**src/rtl/m_uart_wbinit_pkg.sv**
```systemverilog
// Shared constants and types for the UART-to-Wishbone bridge.
package m_uart_wbinit_pkg;

  // Command and reply codes exchanged over the serial link.
  localparam logic [7:0] CmdWrite = 8'h57;  // 'W'
  localparam logic [7:0] CmdRead  = 8'h52;  // 'R'
  localparam logic [7:0] RspAck   = 8'h06;
  localparam logic [7:0] RspNak   = 8'h15;

  typedef enum logic [2:0] {
    StIdle,
    StGetAdr,
    StGetDat,
    StBus,
    StReply
  } cmd_state_e;

  typedef enum logic [1:0] {
    RxIdle,
    RxStart,
    RxData,
    RxStop
  } rx_state_e;

  typedef enum logic {
    TxIdle,
    TxSend
  } tx_state_e;

  // Multi-byte fields arrive LSB first; each new byte enters at the top.
  function automatic logic [31:0] shift_in_byte(input logic [31:0] acc, input logic [7:0] b);
    return {b, acc[31:8]};
  endfunction

endpackage

```
**src/rtl/m_uart_wbinit_phy.sv**
```systemverilog
// 8N1 UART receiver and transmitter with shared bit period CLKDIV.
module m_uart_wbinit_phy
  import m_uart_wbinit_pkg::*;
#(
  parameter int unsigned CLKDIV = 104
) (
  input  logic       CLK_I,
  input  logic       RST_I,
  input  logic       usartRX,
  output logic       usartTX,
  output logic       rx_valid,
  output logic [7:0] rx_data,
  input  logic       tx_start,
  input  logic [7:0] tx_data,
  output logic       tx_busy
);

  localparam int unsigned CntW = $clog2(CLKDIV);
  localparam logic [CntW-1:0] BitLast  = CntW'(CLKDIV - 1);
  localparam logic [CntW-1:0] HalfLast = CntW'(CLKDIV / 2 - 1);

  // [1] is the synchronized line, [2] its previous value for edge detection.
  logic [2:0]      rx_sync_q;
  rx_state_e       rx_state_q;
  logic [CntW-1:0] rx_cnt_q;
  logic [2:0]      rx_bit_q;
  logic [7:0]      rx_sh_q;

  tx_state_e       tx_state_q;
  logic [CntW-1:0] tx_cnt_q;
  logic [3:0]      tx_bit_q;
  logic [8:0]      tx_sh_q;

  logic rx_s;
  assign rx_s    = rx_sync_q[1];
  assign tx_busy = (tx_state_q == TxSend);

  // Two-flop synchronizer plus one history flop for falling-edge detection.
  always_ff @(posedge CLK_I) begin
    if (!RST_I) rx_sync_q <= 3'b111;
    else        rx_sync_q <= {rx_sync_q[1:0], usartRX};
  end

  // Receiver: validate start at mid-bit, then sample data and stop at bit centres.
  always_ff @(posedge CLK_I) begin
    if (!RST_I) begin
      rx_state_q <= RxIdle;
      rx_cnt_q   <= '0;
      rx_bit_q   <= '0;
      rx_sh_q    <= '0;
      rx_valid   <= 1'b0;
      rx_data    <= '0;
    end else begin
      rx_valid <= 1'b0;
      case (rx_state_q)
        RxIdle: begin
          if (rx_sync_q[2] && !rx_s) begin
            rx_state_q <= RxStart;
            rx_cnt_q   <= '0;
          end
        end
        RxStart: begin
          if (rx_cnt_q == HalfLast) begin
            rx_cnt_q   <= '0;
            rx_bit_q   <= '0;
            rx_state_q <= rx_s ? RxIdle : RxData;
          end else begin
            rx_cnt_q <= rx_cnt_q + 1'b1;
          end
        end
        RxData: begin
          if (rx_cnt_q == BitLast) begin
            rx_cnt_q <= '0;
            rx_sh_q  <= {rx_s, rx_sh_q[7:1]};
            rx_bit_q <= rx_bit_q + 3'd1;
            if (rx_bit_q == 3'd7) rx_state_q <= RxStop;
          end else begin
            rx_cnt_q <= rx_cnt_q + 1'b1;
          end
        end
        RxStop: begin
          if (rx_cnt_q == BitLast) begin
            rx_cnt_q   <= '0;
            rx_state_q <= RxIdle;
            // A low stop bit is a framing error: drop the byte silently.
            if (rx_s) begin
              rx_valid <= 1'b1;
              rx_data  <= rx_sh_q;
            end
          end else begin
            rx_cnt_q <= rx_cnt_q + 1'b1;
          end
        end
        default: rx_state_q <= RxIdle;
      endcase
    end
  end

  // Transmitter: start bit, 8 data bits LSB first, stop bit, each CLKDIV cycles.
  always_ff @(posedge CLK_I) begin
    if (!RST_I) begin
      tx_state_q <= TxIdle;
      tx_cnt_q   <= '0;
      tx_bit_q   <= '0;
      tx_sh_q    <= '0;
      usartTX    <= 1'b1;
    end else begin
      case (tx_state_q)
        TxIdle: begin
          usartTX <= 1'b1;
          if (tx_start) begin
            tx_sh_q    <= {1'b1, tx_data};
            usartTX    <= 1'b0;
            tx_cnt_q   <= '0;
            tx_bit_q   <= '0;
            tx_state_q <= TxSend;
          end
        end
        TxSend: begin
          if (tx_cnt_q == BitLast) begin
            tx_cnt_q <= '0;
            // Bit 9 is the stop bit; its end returns the line to idle.
            if (tx_bit_q == 4'd9) begin
              tx_state_q <= TxIdle;
            end else begin
              usartTX  <= tx_sh_q[0];
              tx_sh_q  <= {1'b0, tx_sh_q[8:1]};
              tx_bit_q <= tx_bit_q + 4'd1;
            end
          end else begin
            tx_cnt_q <= tx_cnt_q + 1'b1;
          end
        end
        default: tx_state_q <= TxIdle;
      endcase
    end
  end

endmodule

```
**src/rtl/m_uart_wbinit.sv**
```systemverilog
// UART command interpreter driving a single-beat Wishbone initiator.
module m_uart_wbinit
  import m_uart_wbinit_pkg::*;
#(
  parameter int unsigned CLKDIV = 104,
  parameter int unsigned ACKTMO = 255
) (
  input  logic        CLK_I,
  input  logic        RST_I,
  input  logic        usartRX,
  output logic        usartTX,
  output logic        CYC_O,
  output logic        STB_O,
  output logic        WE_O,
  output logic [31:0] ADR_O,
  output logic [31:0] DAT_O,
  output logic [3:0]  SEL_O,
  input  logic        ACK_I,
  input  logic [31:0] DAT_I,
  output logic        busy
);

  localparam int unsigned TmoW = $clog2(ACKTMO + 1);
  localparam logic [TmoW-1:0] TmoLast = TmoW'(ACKTMO - 1);

  logic       rx_valid;
  logic [7:0] rx_data;
  logic       tx_busy;

  cmd_state_e      state_q;
  logic            is_wr_q;
  logic [1:0]      byte_cnt_q;
  logic [31:0]     adr_sh_q;
  logic [31:0]     dat_sh_q;
  logic [TmoW-1:0] tmo_q;
  logic [31:0]     reply_q;
  logic [2:0]      reply_left_q;
  logic            tx_start_q;
  logic [7:0]      tx_data_q;

  m_uart_wbinit_phy #(
    .CLKDIV(CLKDIV)
  ) u_phy (
    .CLK_I   (CLK_I),
    .RST_I   (RST_I),
    .usartRX (usartRX),
    .usartTX (usartTX),
    .rx_valid(rx_valid),
    .rx_data (rx_data),
    .tx_start(tx_start_q),
    .tx_data (tx_data_q),
    .tx_busy (tx_busy)
  );

  // Command FSM: collect address/data, run one bus cycle, stream the reply.
  always_ff @(posedge CLK_I) begin
    if (!RST_I) begin
      state_q      <= StIdle;
      is_wr_q      <= 1'b0;
      byte_cnt_q   <= '0;
      adr_sh_q     <= '0;
      dat_sh_q     <= '0;
      tmo_q        <= '0;
      reply_q      <= '0;
      reply_left_q <= '0;
      tx_start_q   <= 1'b0;
      tx_data_q    <= '0;
      CYC_O        <= 1'b0;
      STB_O        <= 1'b0;
      WE_O         <= 1'b0;
      ADR_O        <= '0;
      DAT_O        <= '0;
      SEL_O        <= '0;
      busy         <= 1'b0;
    end else begin
      tx_start_q <= 1'b0;
      case (state_q)
        StIdle: begin
          if (rx_valid) begin
            busy       <= 1'b1;
            byte_cnt_q <= '0;
            if (rx_data == CmdWrite) begin
              is_wr_q <= 1'b1;
              state_q <= StGetAdr;
            end else if (rx_data == CmdRead) begin
              is_wr_q <= 1'b0;
              state_q <= StGetAdr;
            end else begin
              reply_q      <= {24'h0, RspNak};
              reply_left_q <= 3'd1;
              state_q      <= StReply;
            end
          end
        end
        StGetAdr: begin
          if (rx_valid) begin
            adr_sh_q   <= shift_in_byte(adr_sh_q, rx_data);
            byte_cnt_q <= byte_cnt_q + 2'd1;
            if (byte_cnt_q == 2'd3) begin
              if (is_wr_q) begin
                state_q <= StGetDat;
              end else begin
                // Reads launch straight away; DAT_O keeps its last value.
                state_q <= StBus;
                tmo_q   <= '0;
                CYC_O   <= 1'b1;
                STB_O   <= 1'b1;
                SEL_O   <= 4'hF;
                WE_O    <= 1'b0;
                ADR_O   <= shift_in_byte(adr_sh_q, rx_data);
              end
            end
          end
        end
        StGetDat: begin
          if (rx_valid) begin
            dat_sh_q   <= shift_in_byte(dat_sh_q, rx_data);
            byte_cnt_q <= byte_cnt_q + 2'd1;
            if (byte_cnt_q == 2'd3) begin
              state_q <= StBus;
              tmo_q   <= '0;
              CYC_O   <= 1'b1;
              STB_O   <= 1'b1;
              SEL_O   <= 4'hF;
              WE_O    <= 1'b1;
              ADR_O   <= adr_sh_q;
              DAT_O   <= shift_in_byte(dat_sh_q, rx_data);
            end
          end
        end
        StBus: begin
          if (ACK_I && STB_O) begin
            CYC_O   <= 1'b0;
            STB_O   <= 1'b0;
            state_q <= StReply;
            if (is_wr_q) begin
              reply_q      <= {24'h0, RspAck};
              reply_left_q <= 3'd1;
            end else begin
              reply_q      <= DAT_I;
              reply_left_q <= 3'd4;
            end
          end else if (tmo_q == TmoLast) begin
            CYC_O        <= 1'b0;
            STB_O        <= 1'b0;
            reply_q      <= {24'h0, RspNak};
            reply_left_q <= 3'd1;
            state_q      <= StReply;
          end else begin
            tmo_q <= tmo_q + 1'b1;
          end
        end
        StReply: begin
          // tx_start_q guards the one cycle before the PHY reports busy.
          if (!tx_busy && !tx_start_q) begin
            if (reply_left_q == 3'd0) begin
              state_q <= StIdle;
              busy    <= 1'b0;
            end else begin
              tx_start_q   <= 1'b1;
              tx_data_q    <= reply_q[7:0];
              reply_q      <= {8'h0, reply_q[31:8]};
              reply_left_q <= reply_left_q - 3'd1;
            end
          end
        end
        default: state_q <= StIdle;
      endcase
    end
  end

endmodule

```
**config.mk**
```make
export PLATFORM = sky130hd
export DESIGN_NAME = m_uart_wbinit
export DESIGN_NICKNAME = d
export VERILOG_FILES = /design/src/rtl/m_uart_wbinit_pkg.sv /design/src/rtl/m_uart_wbinit_phy.sv /design/src/rtl/m_uart_wbinit.sv
export SDC_FILE = /design/constraint.sdc
export NUM_CORES = 1
export LEC_CHECK = 0
export CAP_MARGIN = 10
export CORE_MARGIN = 10
export CORE_UTILIZATION = 51
export DETAILED_ROUTE_END_ITERATION = 12
export GPL_TIMING_DRIVEN = 0
export PLACE_DENSITY = 0.76
export SLEW_MARGIN = 40
export SYNTH_ARGS = -nofsm -noshare
export SYNTH_HDL_FRONTEND = slang
export SYNTH_SLANG_ARGS = --single-unit
```
**constraint.sdc**
```tcl
create_clock -name CLK_I -period 1.82 [get_ports CLK_I]
set_input_delay 0.182 -clock CLK_I [delete_from_list [all_inputs] [get_ports CLK_I]]
set_output_delay 0.182 -clock CLK_I [all_outputs]
set_load 0.01 [all_outputs]
```
* Word-level counts from Yosys, hierarchy flattened *
Cells that the tools add are included.

storage, ports and cells
  register bits = 247
  output and inout bits = 73
  logic and storage cells = 221

operators by class
  reductions and logical operators = 38
  bitwise operators = 2
  mux-type cells = 107
  equality and inequality tests = 39
  $add $sub $neg = 7

operators with widths
  operator                                        number
  two-way mux 32 bit                              13
  case mux 32 bit (3 select lines)                1
  case mux 32 bit (2 select lines)                1
  two-way mux 3 bit                               21
  two-way mux 8 bit                               7
  two-way mux 7 bit                               5
  two-way mux 4 bit                               8
  two-way mux 9 bit                               3
  AND reduction 3 bit                             9
  != test 2 bit (second input constant)           13
  two-way mux 1 bit                               24
  case mux 8 bit (3 select lines)                 1
  case mux 7 bit (3 select lines)                 1
  != test 2 x 1 -> 1 bit (second input constant)  9
  case mux 9 bit (2 select lines)                 1
  == test 8 x 7 -> 1 bit (second input constant)  2
  two-way mux 2 bit                               8
  case mux 4 bit (2 select lines)                 2
  AND reduction 8 bit                             2
  case mux 3 bit (5 select lines)                 1
  adder 7 x 1 -> 7 bit (second input constant)    2
  == test 7 bit (second input constant)           2
  case mux 7 bit (2 select lines)                 1
  AND reduction 7 bit                             2
  other kinds (32)                                54

* Depth between registers and ports, before layout *
Gate-level depths: netlist of run 1.

  depth in word-level cells = 5
  mapped depth = 9

* Cells and area by module *
From an unflattened synthesis of run 1, not the netlist that was laid out.

second synthesis, totals
  cell total of the unflattened synthesis = 1165
  area total of the unflattened synthesis = 10020.9 um^2

by module, submodules not included
  module             instances  cells an instance  area an instance (um^2)
  m_uart_wbinit      1          884                7400.8
  m_uart_wbinit_phy  1          281                2620.0

* Worst setup path after synthesis of run 1 *
OpenSTA, ideal clock, no wires.

  kind = register to register
  start point = register u_phy.rx_data[2]
  end point = register reply_q[12]
  slack = 0.021 ns
  arrival = 1.653 ns
  required time = 1.674 ns
  stages on the path, launching flop included = 9
  path buffers = 3
  clock period less this slack = 1.799 ns
  cell sequence = dfxtp_1 clkbuf_1 xor2_1 o311a_1 o311a_1 buf_4 buf_4 nor2_1 a211oi_2

between the ends
  cells in the longest elaborated chain, start to end = 3

RTL lines
  what                                       RTL line                                  RTL
  from (decl)                                m_uart_wbinit_phy.sv:12                   output logic [7:0] rx_data,
  from (signal assigned)                     m_uart_wbinit_phy.sv:88                   rx_data <= rx_sh_q;
  == test 8 x 7 -> 1 bit (on tied branches)  m_uart_wbinit.sv:85, m_uart_wbinit.sv:82
  != test 2 bit (no line)                    --
  AND reduction 7 bit (no line) *            --
  to (signal assigned)                       m_uart_wbinit.sv:89                       reply_q <= {24'h0, RspNak};
  to (signal assigned)                       m_uart_wbinit.sv:137                      reply_q <= {24'h0, RspAck};
  to (signal assigned)                       m_uart_wbinit.sv:146                      reply_q <= {24'h0, RspNak};
  to (decl)                                  m_uart_wbinit.sv:36                       logic [31:0] reply_q;

Mark *: on every way between the ends. The rest lies on a longest branch, timed or not.
A chain may end at the register's enable or synchronous reset.

* Worst setup path in the final report of run 1 *
  start point = register tx_start_q
  end point = register reply_q[9]

between the ends
  cells in the longest elaborated chain, start to end = 4

RTL lines
  what                           RTL line              RTL
  from (decl)                    m_uart_wbinit.sv:38   logic tx_start_q;
  from (signal assigned)         m_uart_wbinit.sv:66   tx_start_q <= 1'b0;
  from (signal assigned)         m_uart_wbinit.sv:76   tx_start_q <= 1'b0;
  from (signal assigned)         m_uart_wbinit.sv:160  tx_start_q <= 1'b1;
  zero test 1 bit                m_uart_wbinit.sv:155  if (!tx_busy && !tx_start_q) begin
  logical AND 1 bit              m_uart_wbinit.sv:155
  != test 2 bit (no line)        --
  AND reduction 7 bit (no line)  --
  to (signal assigned)           m_uart_wbinit.sv:137
  to (signal assigned)           m_uart_wbinit.sv:146
  to (signal assigned)           m_uart_wbinit.sv:162  reply_q <= {8'h0, reply_q[31:8]};

Every way passes these cells.

==> results by stage, run 1 <==
Critical path:
- The required arrival time at the worst endpoint is 2.26 ns.
- The critical path goes through or2_4 > o211ai_1 > o311a_4 > clkbuf_16 > buf_16 > nor2_4 > a211oi_2.
- STA classifies the critical path endpoint as a flip-flop.
- The slowest cell on the critical path is sky130_fd_sc_hd__dfxtp_1.
- Of all nets on the critical path, the largest fanout is 5.
- The worst path arrival time is 2.35 ns.
- In this design, the stage delay of the slowest critical-path cell is 0.36 ns.
- The worst setup path is launched from a flip-flop.
- The category of the most critical setup path is flip-flop to flip-flop.

Synthesis:
- The library cell with the highest instance count after synthesis is sky130_fd_sc_hd__dfxtp_1.
- Synthesis instantiated 66 different standard cells from the library.
- The gate count after technology mapping is 1133.
- By area, the combinational part of the netlist is dominated by compound AO/OA/AOI/OAI gates.
- The fraction of synthesized area in multiplexers is 6.39%.
- Yosys printed 0 warnings.
- The mapped cell area is 9880 µm².
- The area share of the largest cell type after synthesis is 47.8%.
- The async set-reset flop share out of synthesis is 0%.
- The mean instance size in the synthesized netlist is 8.72 µm².
- The fraction of the mapped netlist area in compound gates is 19.6%.
- Of the total synthesized cell area, the portion taken by AND, OR, NAND and NOR gates is 19.0%.
- The number of enable flip-flop cells after synthesis is 0.
- sky130_fd_sc_hd__dfxtp_1 takes more of the synthesized area than any other cell.
- The synthesized netlist devotes 0.886% of its cell area to XOR and XNOR gates.
- When the netlist entered floorplanning its net count stood at 1184.
- The adder and majority cell fraction of the synthesized area is 1.90%.
- Sequential elements use 47.8% of the synthesized area.
- For this run, the leading register cell type out of synthesis is sky130_fd_sc_hd__dfxtp_1.
- After synthesis the netlist holds a flip-flop and latch count of 236.
- By count the netlist is led by sky130_fd_sc_hd__dfxtp_1 (236), sky130_fd_sc_hd__nand2_1 (222), sky130_fd_sc_hd__a21oi_1 (122), sky130_fd_sc_hd__nor2_1 (119), sky130_fd_sc_hd__mux2i_1 (62).
- Yosys attributes the largest share of cell area to sky130_fd_sc_hd__dfxtp_1 (48%), sky130_fd_sc_hd__nand2_1 (8.4%), sky130_fd_sc_hd__mux2i_1 (6.3%).

Timing:
- The final hold slack is 0.0192 ns.
- The total count of max-transition violations in the final report is 0.
- In the finished design, the share of the clock period the worst path needs comes to 105%.
- The post-layout minimum cycle time is 1.91 ns.
- Setup violations remaining at the end of the flow were counted as 28.
- The worst setup slack after layout is -0.0936 ns.
- The worst slew margin relative to its limit is 45.1%.
- Setup repair after global routing could not meet its margin everywhere.
- Static timing analysis puts the maximum clock frequency at 523 MHz.
- The actual slew at the worst max-slew pin is 0.824 ns.
- Across the routed clock network, the largest skew measured is 0.0105 ns.
- The count of endpoints failing hold in the final timing report is 0.

Detailed routing:
- The met1 wire length is 12.1 mm.
- In the detailed route, the total length drawn on met3 is 1.78 mm.
- After detailed routing, the total wire length is 27.9 mm.
- The number of detailed-route iterations in the first pass is 5.
- The number of DRC violations after detailed routing is 0.
- Routed signal wires occupy layers up through met4.
- The length of routed met2 wiring is 13.1 mm.
- The number of DRC markers after the initial detailed-route iteration is 705.
- The number of nets with antenna violations after routing is 0.
- Dividing the detail-routed via count by the number of cells gives 5.68.
- The wire length per cell after detailed routing is 17.8 µm.
- The count of vias placed by the detailed router is 8892.

Floorplanning:
- Once the floorplan was initialized, standard cells occupied 52.3% of the core.
- The boundary pin count is 109.
- The standard-cell row count is 50.
- The floorplan die height is 159 µm.
- The floorplan step defined a die boundary enclosing 25300 µm².
- From left edge to right edge, the die measures 159 µm.
- The core region is 18900 µm².

Pwr:
- The leakage power figure is 4.35 nW.
- The maximum resistive drop on vdd is 0.723 mV.
- The total design power is 10.6 mW.
- The ratio of total power to cell area is 819 nW/µm².

Run status:
- The final reports fail on setup timing.
- The flow ran to the end, but the final reports show violations.

Clock tree:
- The number of clock sinks is 236.
- CTS built an H-tree with a depth of 1.
- TritonCTS built the clock tree.
- The hold buffer count at cts is 0.
- Buffers inserted during clock tree synthesis total 25.
- The clock latency of the later-clocked register in the worst-skew pair is 0.53 ns.
- Clock-pin slew was measured on the worst setup and hold paths at 0.06 ns.
- The clock passes through at most 3 buffers.
- The tree is rooted in a sky130_fd_sc_hd__clkbuf_16.

Finish:
- 0 antenna diodes ended up in the layout.
- The core utilization of the finished layout is 68.6%.
- The design area is 13000 µm².
- The layout has 1445 filler cells.
- Relative to the synthesized area, the layout overhead comes to 31.1%.
- The share of cells above drive strength 1 is 17.2%.
- After the last flow step, the layout net total stands at 1338.

Placement:
- The final weighted congestion in routability-driven placement is 0.893.
- The number of buffers added on ports is 107.
- The sum of net half-perimeters after detailed placement is 18.3 mm.
- Before CTS, the worst setup slack after placement is -0.365 ns.
- The cell area reported after detailed placement is 11300 µm².

Global route:
- The wire length of the first global-routing pass is 42.9 mm.
- The via count of the first global-routing pass was 8258.
- The maximum number of pins on one net before global-route repair is 14.
- Summed over all layers, the global routing overflow is 0.
- The combined global-route utilization of all metal layers is 19.8%.
- The number of antenna violations at the first check in global routing came to 0.

Job:
- The tool flagged a number of max-cap violations equal to 0.

Min path:
- The path class of the tightest hold or removal check is input pin to flip-flop.
==> metal layers <==
metal  GRT usage (%)  up-vias
met5               0        -
met4            6.11        0
met3            3.43       71
met2            32.4      293
met1            26.0     4267
li1                -     4261
==> sequential cells by signal, summed over array words and instances, names as in the netlist, 2 cells and up, named ones only <==
register and count:
reply_q 32, u_phy.rx_cnt_q 7, u_phy.tx_cnt_q 7, u_phy.rx_sync_q 3, u_phy.rx_data 8, tx_data_q 8, u_phy.tx_bit_q 4, u_phy.rx_sh_q 8
byte_cnt_q 2, tmo_q 8, adr_sh_q 32, DAT_O 32, ADR_O 32, u_phy.rx_bit_q 3, state_q 3, u_phy.tx_sh_q 9
dat_sh_q 24, reply_left_q 3
==> critical path: cells and delay by family (launching register included) <==
| kind | cells | cell delay [ns] |
|---|---|---|
| AO/OA/AOI/OAI | 3 | 0.83 |
| buffers and inverters | 2 | 0.31 |
| AND/OR/NAND/NOR | 2 | 0.31 |
| flip-flops | 1 | 0.36 |
==> path summary, 6_finish.rpt <==
check             depth (start not counted)  slack (ns)                 end          startpoint
setup reg to reg                          7       -0.09          reply_q[9]          tx_start_q
setup / recovery                          7       -0.09          reply_q[9]          tx_start_q
hold / removal                            2        0.02  u_phy.rx_sync_q[0]               RST_I
hold reg to reg                           1        0.41  u_phy.rx_sync_q[1]  u_phy.rx_sync_q[0]
==> kinds of logic (layout without fill, tap and decap cells) <==
family	count (synthesis)	count (layout)
and+or+nand+nor	432	432
AOI/OAI and AO/OA	278	278
DFF	236	236
buffers and inverters	99	271
muxes	63	63
adders and majority gates	15	15
xor gates and xnor gates	10	10
==> cell type report <==
type | instances | area (µm²) | area share, %
Multi-Input combinational cell | 798 | 5070 | 39.1
Sequential cell | 236 | 4770 | 36.8
Timing Repair Buffer | 134 | 1390 | 10.7
Clock buffer | 40 | 752 | 5.80
Buffer | 78 | 533 | 4.11
Tap cell | 260 | 325 | 2.51
Clock inverter | 5 | 71.3 | 0.550
Inverter | 14 | 52.6 | 0.406
==> power breakdown <==
part / internal, mW / leakage, nW / total [mW] / switching (mW)
Combinational: 0.136 / 2.03 / 0.351 / 0.215
Clock: 2.99 / 0.406 / 5.10 / 2.11
Sequential: 5.16 / 1.91 / 5.17 / 0.00647
Total: 8.28 / 4.35 / 10.6 / 2.33
==> repair_timing <==
item / in CTS / in global routing
endpoints found under the setup margin: 164 / 172
gates resized for setup: 77 / 121
pin swaps: 10 / 9
buffers inserted: 15 / 5
endpoints found under the hold margin: 0 / 0
cloned: 0 / 7
==> cell usage in the layout (no fill, tap or decap), types with 7 or more instances in the layout <==
master,instances
sky130_fd_sc_hd__inv_1,10
sky130_fd_sc_hd__clkbuf_8,7
sky130_fd_sc_hd__o21ai_0,13
sky130_fd_sc_hd__a21oi_1,122
sky130_fd_sc_hd__nor2_1,95
sky130_fd_sc_hd__nand2_1,220
sky130_fd_sc_hd__dfxtp_2,8
sky130_fd_sc_hd__nor2_4,22
sky130_fd_sc_hd__clkbuf_1,35
sky130_fd_sc_hd__clkbuf_2,9
sky130_fd_sc_hd__a211oi_1,42
sky130_fd_sc_hd__xnor2_1,7
sky130_fd_sc_hd__clkbuf_16,31
sky130_fd_sc_hd__buf_4,27
sky130_fd_sc_hd__o21ai_1,7
sky130_fd_sc_hd__a211oi_2,24
sky130_fd_sc_hd__nand2b_1,8
sky130_fd_sc_hd__a22oi_1,25
sky130_fd_sc_hd__clkbuf_4,13
sky130_fd_sc_hd__buf_2,9
sky130_fd_sc_hd__mux2i_1,61
sky130_fd_sc_hd__nor3_1,8
sky130_fd_sc_hd__nand3_1,26
sky130_fd_sc_hd__dfxtp_4,9
sky130_fd_sc_hd__clkdlybuf4s50_1,107
sky130_fd_sc_hd__ha_1,13
sky130_fd_sc_hd__dfxtp_1,219
==> per-stage QoR <==
stage	TNS [ns]	cells
global placement	-28.59	1500
global route	-2.27	1565
finish	-1.34	1565
floorplan	0	1133
detailed placement	-33.32	1500
CTS	-1.25	1556
(Power assumes the default switching activity.)
==> inputs of run 2 (changes only) <==
==> constraint.sdc (replaced) <==
create_clock -name CLK_I -period 1.82 [get_ports CLK_I]
set_input_delay 0.364 -clock CLK_I [delete_from_list [all_inputs] [get_ports CLK_I]]
set_output_delay 0.364 -clock CLK_I [all_outputs]
set_load 0.01 [all_outputs]
==> results by stage, run 2 (same netlist as run 1, synthesis figures left out) <==
Run status:
- The run finished, with violations left.
- The checks that failed: setup timing.

Floorplanning:
- The effective utilization at floorplan is 52.3%.
- The standard-cell row count is 50.
- The die covers 25300 µm².
- From left edge to right edge, the die measures 159 µm.
- During I/O placement, the number of pins put on the boundary was 109.
- The core region is 18900 µm².
- Measured along the y axis, the die boundary spans 159 µm.

Timing:
- The worst pin sits at a relative slew slack of 48.2%.
- The total count of max-transition violations in the final report is 0.
- The post-layout minimum cycle time is 1.85 ns.
- At the pin with the least slew margin, the transition time is 0.777 ns.
- Of the available clock period, the critical path in the final layout requires 102%.
- The count of endpoints failing hold in the final timing report is 0.
- The setup clock skew after layout is 0.0142 ns.
- Setup violations remaining at the end of the flow were counted as 18.
- Hold is met by 0.208 ns.
- Timing would allow up to 540 MHz.
- Setup repair after global routing could not meet its margin everywhere.
- The final setup TNS is -0.212 ns.
- After layout, the worst setup slack is -0.0322 ns.

Critical path:
- Measured in cells, the most critical reg-to-reg path has a length of 7.
- The worst path arrival time is 2.27 ns.
- The category of the most critical setup path is flip-flop to flip-flop.
- STA classifies the critical path startpoint as a flip-flop.
- The sort of element at the end of the critical path is a flip-flop.
- The beginning of the worst register-to-register path is u_phy.rx_data[7].
- The worst-case register-to-register setup slack is -0.03 ns.
- Along the worst path, the maximum fanout reaches 10.
- At the worst endpoint, the required time is 2.24 ns.
- The worst flop-to-flop path endpoint is reply_left_q[1].

Placement:
- The sum of net half-perimeters after detailed placement is 18.3 mm.
- The congestion estimate from routability-driven global placement came to 0.893.
- During placement, the flow inserted port buffers numbering 107.

Clock tree:
- In this run the number of H-tree levels came out at 1.
- The hold buffer count at cts is 0.
- For this design, the sink count on the clock tree is 236.
- The clock latency of the later-clocked register in the worst-skew pair is 0.54 ns.
- In this run the deepest clock path goes through 3 buffers.
- Buffers inserted during clock tree synthesis total 25.
- TritonCTS built the clock tree.
- The clock slew seen by the registers of the worst setup and hold paths is 0.06 ns.
- The library cell used as clock root buffer is sky130_fd_sc_hd__clkbuf_16.

Finish:
- The final layout net count is 1330.
- The most common cell after layout, fill and taps aside is sky130_fd_sc_hd__nand2_1.
- Leaving out fill and tap cells, the most frequent cells in the layout are sky130_fd_sc_hd__nand2_1 (220), sky130_fd_sc_hd__dfxtp_1 (218), sky130_fd_sc_hd__a21oi_1 (122).
- The number of antenna diodes in the final layout is 0.
- Of the cells placed in the final design, the portion with a size suffix greater than 1 is 16.5%.
- The filler cell count is 1510.
- Summing all flip-flop and latch instances after layout gives 4770 µm².
- From synthesis to final layout, the design area changed by 28.3%.
- The area of the multi-input gates is 4960 µm².

Min path:
- The path category of the worst min-delay check is input pin to flip-flop.
- Counting instances, the worst hold path has a depth of 2.
- The worst hold path begins at RST_I.
- The worst hold endpoint is u_phy.rx_sync_q[0].

Global route:
- The via count of the first global-routing pass is 8259.
- The maximum number of pins on one net before global-route repair is 14.
- The combined global-route utilization of all metal layers is 19.8%.
- The wire length of the first global-routing pass is 42.9 mm.
- The number of antenna violations at the first check in global routing is 0.
- Global routing finished with a remaining overflow of 0.

Pwr:
- The share of power burned in registers is 48.8%.
- VDD sags by at most 0.720 mV.
- The leakage power figure is 4.80 nW.
- The relative contribution of combinational cells to total power is 3.3%.
- The switching share of power is 21.8%.
- The ratio of total power to cell area is 835 nW/µm².
- In this run the power spent charging and discharging nets is 2.31 mW.
- Internal power comes to 8.28 mW.
- The share of total power in the clock network is 47.9%.

Detailed routing:
- The detail route stage leaves a number of antenna-violating nets equal to 0.
- The count of vias placed by the detailed router is 8790.
- The first detailed-routing pass ran for 5 iterations.
- After detailed routing, the number of remaining DRC violations is 0.
- Dividing the detail-routed wire length by the instance count gives 17.2 µm.
- Dividing the detail-routed via count by the number of cells gives 5.65.
- The total wire length is 26.8 mm.
- The number of DRC markers after the initial detailed-route iteration is 714.

Job:
- The max-capacitance violation count is 0.
run 2: cell types whose count changed in the layout (fill, tap and decap cells not counted), moves of 3 or more:
cell,previous run,this run
sky130_fd_sc_hd__clkdlybuf4s50_1,107,65
sky130_fd_sc_hd__buf_4,27,24
sky130_fd_sc_hd__clkbuf_16,31,25
sky130_fd_sc_hd__nor2_4,22,7
sky130_fd_sc_hd__clkbuf_2,9,14
sky130_fd_sc_hd__buf_6,5,8
sky130_fd_sc_hd__dlymetal6s2s_1,0,26
sky130_fd_sc_hd__dlygate4sd2_1,0,16
sky130_fd_sc_hd__nor2_2,3,18
run 2: power groups by stage:
stage                     Clock, mW  Sequential [mW]  Combinational, mW
after floorplan                   0             5.29              0.166
after global placement            0             5.29              0.314
final                          5.08             5.17              0.347
after CTS                      5.14             5.17              0.330
after detailed placement          0             5.30              0.316
after global routing           5.35             5.16              0.371
run 2: how the worst max path moves through the flow:
stage,cells past startpoint,slack (ns),start,to
floorplan,8,0.02,u_phy.rx_data[2],reply_q[12]
global placement,6,-0.47,ACK_I,reply_q[10]
detailed placement,6,-0.55,ACK_I,reply_q[15]
CTS,7,-0.06,state_q[1],DAT_O[4]
global route,7,-0.08,u_phy.rx_data[7],reply_left_q[1]
finish,7,-0.03,u_phy.rx_data[7],reply_left_q[1]
run 2: layout make-up:
| class | instances | share of cell area, % |
|---|---|---|
| plain buffers | 79 | 3.92 |
| clock buffers | 40 | 5.93 |
| clock inverters | 5 | 0.562 |
| inverters | 14 | 0.414 |
| multi-input cells | 798 | 39.1 |
| flip-flops and latches | 236 | 37.6 |
| well taps | 260 | 2.56 |
| repair buffers | 125 | 9.89 |
run 2: critical path, cell delays in order (launching register included):
cell	delay, ns
sky130_fd_sc_hd__dfxtp_4	0.36
sky130_fd_sc_hd__nand4bb_4	0.23
sky130_fd_sc_hd__o311a_1	0.32
sky130_fd_sc_hd__o311a_1	0.32
sky130_fd_sc_hd__buf_6	0.16
sky130_fd_sc_hd__buf_12	0.15
sky130_fd_sc_hd__nand4b_1	0.11
sky130_fd_sc_hd__o31ai_2	0.08
run 2: metrics by stage:
| stage | instances | util, % | cell area [µm²] | power [mW] | setup slack (ns) |
|---|---|---|---|---|---|
| 2_1_floorplan | 1133 | - | 9880 | 5.46 | 0.0207 |
| 6_report | 1557 | 67.1 | 12700 | 10.6 | -0.0322 |
| 3_3_place_gp | 1500 | 59.7 | 11300 | 5.61 | -0.468 |
| 3_5_place_dp | 1500 | 59.7 | 11300 | 5.61 | -0.547 |
| 4_1_cts | 1556 | 65.5 | 12400 | 10.6 | -0.0634 |
| 5_1_grt | 1557 | 67.1 | 12700 | 10.9 | -0.0809 |
run 2: metal layers:
metal	part of all wire [%]	up-vias	global-route usage (%)
li1	-	4237	-
met1	44	4224	25.9
met2	47	282	32.4
met3	6.5	47	3.43
met4	2.3	0	6.11
met5	0	-	0
run 2: what timing repair did:
item,4_1_cts,5_1_grt
pin swaps,10,9
setup buffers,15,3
resized for setup,95,115
endpoints found under the setup margin,179,199
==> RTL change (config.mk and constraints of run 1) <==
Reset style: asynchronous (`RST_I`), changed in 4 clocked blocks.
--- a/src/rtl/m_uart_wbinit_phy.sv
+++ b/src/rtl/m_uart_wbinit_phy.sv
@@ -38,3 +38,3 @@
   // Two-flop synchronizer plus one history flop for falling-edge detection.
-  always_ff @(posedge CLK_I) begin
+  always_ff @(posedge CLK_I or negedge RST_I) begin
     if (!RST_I) rx_sync_q <= 3'b111;
@@ -44,3 +44,3 @@
   // Receiver: validate start at mid-bit, then sample data and stop at bit centres.
-  always_ff @(posedge CLK_I) begin
+  always_ff @(posedge CLK_I or negedge RST_I) begin
     if (!RST_I) begin
@@ -99,3 +99,3 @@
   // Transmitter: start bit, 8 data bits LSB first, stop bit, each CLKDIV cycles.
-  always_ff @(posedge CLK_I) begin
+  always_ff @(posedge CLK_I or negedge RST_I) begin
     if (!RST_I) begin
--- a/src/rtl/m_uart_wbinit.sv
+++ b/src/rtl/m_uart_wbinit.sv
@@ -55,3 +55,3 @@
   // Command FSM: collect address/data, run one bus cycle, stream the reply.
-  always_ff @(posedge CLK_I) begin
+  always_ff @(posedge CLK_I or negedge RST_I) begin
     if (!RST_I) begin
Formal check against the unedited RTL: same outputs for any inputs over 4 cycles, from zero or initial values and one cycle with RST_I low; that may be too few to reach the edited logic, so the function may still have changed.
==> RTL change against run 1 <==
  * The run still ends with setup timing left
  * Global-route usage down 1.6 points
  * Routed wire length down 13%
  * Count of clock-buffer cells in the layout down 2
  * Cell area up 3.8%
  * Area after synthesis up 3.4%
  * Setup slack worse by 84 ps
  * Sequential cell count unchanged
  * Critical path depth down 1
  * Critical endpoint is now reply_q[31]
  * Highest routed layer unchanged
Power is not compared: it rests on default switching activity, and its combinational part moved more than twofold at a synthesized area within 25%.
==> RTL change: results (changes against run 1) <==
[cells_and_area]
layout.nets=1094  ; -18%
layout-drive-gt1-share_pct=29.41  ; +12 points

[setup_path]
cp_max_fo=10  ; +5
rr_worst_depth=6  ; -1
rrSetupSlack_ps=-180  ; -80 ps
crit_path_start=state_q[1]

[synth]
yosysSeqAreaShare_pct=57.81  ; +10 points
synth_xor_area_share_pct=0.9424  ; +0.056 points
yosysUniqueCellTypes=67  ; +1.5%
synth_fp_nets=918  ; -22%
synthTopCellsByArea=dfrtp_1 (57%), mux2_2 (11%), nand2_1 (4.5%), mux2i_1 (4.1%), o21ai_0 (3.4%)
synth.top_cells.by_count=dfrtp_1 (232), nand2_1 (123), mux2_2 (100), o21ai_0 (70), mux2i_1 (42)
syn_inst=867  ; -23%
synth_adder_area_share_pct=1.836  ; -0.063 points
synthMuxAreaShare_pct=15.35  ; +9.0 points
synth_compound_gate_area_share_pct=11.39  ; -8.2 points

[grt]
grt_use_total_pct=18.19  ; -1.6 points

[min_path]
min_to=u_phy.rx_sync_q[0]
min_delay_path_depth=1  ; -1
hold_path.startpoint=usartRX

[timing]
setup_tns_ps=-5873  ; -4535 ps
finalClockSkew_ps=14.11  ; +3.590 ps
tightest_slew_ps=589.4  ; -234.6 ps
fin_ws_ps=-177.7  ; -84.11 ps
setup_violations=77  ; +180%

[place]
dpl.hpwl_um=15480  ; -15%
place.gp.congestion=0.8086  ; -9.5%
port_buffers=108  ; +0.93%
pre_cts_slack_ps=-361.6  ; +3.026 ps
place_area_mm2=0.01172  ; +3.9%
dp_cells=1243  ; -17%

[clocking]
cts_resized=85  ; +10%
ctsHoldBuffers=1  ; +1
cts_setup_buffers=19  ; +4

[route]
drt_iter0_markers=549  ; -22%

[run_status]
violations=setup timing
status=finished, violations left

-- RTL change: changes by cell type after synthesis, sizes merged, moves of 42 or more --
| cell | change |
|---|---|
| clkbuf | -42 |
| nor2 | -96 |
| nand2 | -98 |
| dfxtp | -236 |
| a21oi | -101 |
| a211oi | -61 |
| o21ai | +74 |
| mux2 | +101 |
| dfrtp | +232 |
-- RTL change: cells by family (layout without fill, tap and decap cells) --
kind of cell / after synthesis / count (layout)
compound gates: 188 / 189
xor+xnor: 11 / 11
fa+ha+maj: 15 / 15
buf+inv: 63 / 256
flops: 236 / 236
mux: 144 / 144
simple gates: 210 / 210
-- RTL change: layout make-up --
class                   count  area (um^2)
plain buffers              44        375.4
fillers                  1404         6135
clock buffers              38        734.5
repair buffers            151         1508
clock inverters             7        113.9
flip-flops and latches    236         5921
well taps                 265        331.6
multi-input cells         569         4412
inverters                  16        60.06
-- RTL change: worst max-delay path, stage by stage (launching register included) --
cell and delay, ps:
dfrtp_2 450, buf_4 160, nor3b_2 250, a21oi_1 190, a211o_4 460, buf_8 170, a22o_1 190
-- RTL change: routing by layer --
layer,routed length (um),track usage (%),vias up
met5,0,0,-
met4,513,5.707,0
met3,1301,3.711,44
met2,12140,30.19,184
met1,10410,23.43,3619
li1,-,-,3418
-- RTL change: power groups by stage --
| stage | sequential, mW | clock [mW] | combinational, mW |
|---|---|---|---|
| final | 5.40 | 5.25 | 0.959 |
| after CTS | 5.38 | 5.32 | 0.810 |
| after floorplan | 5.46 | 0 | 0.437 |
| after global routing | 5.40 | 5.59 | 1.08 |
| after detailed placement | 5.48 | 0 | 0.748 |
| after global placement | 5.48 | 0 | 0.709 |
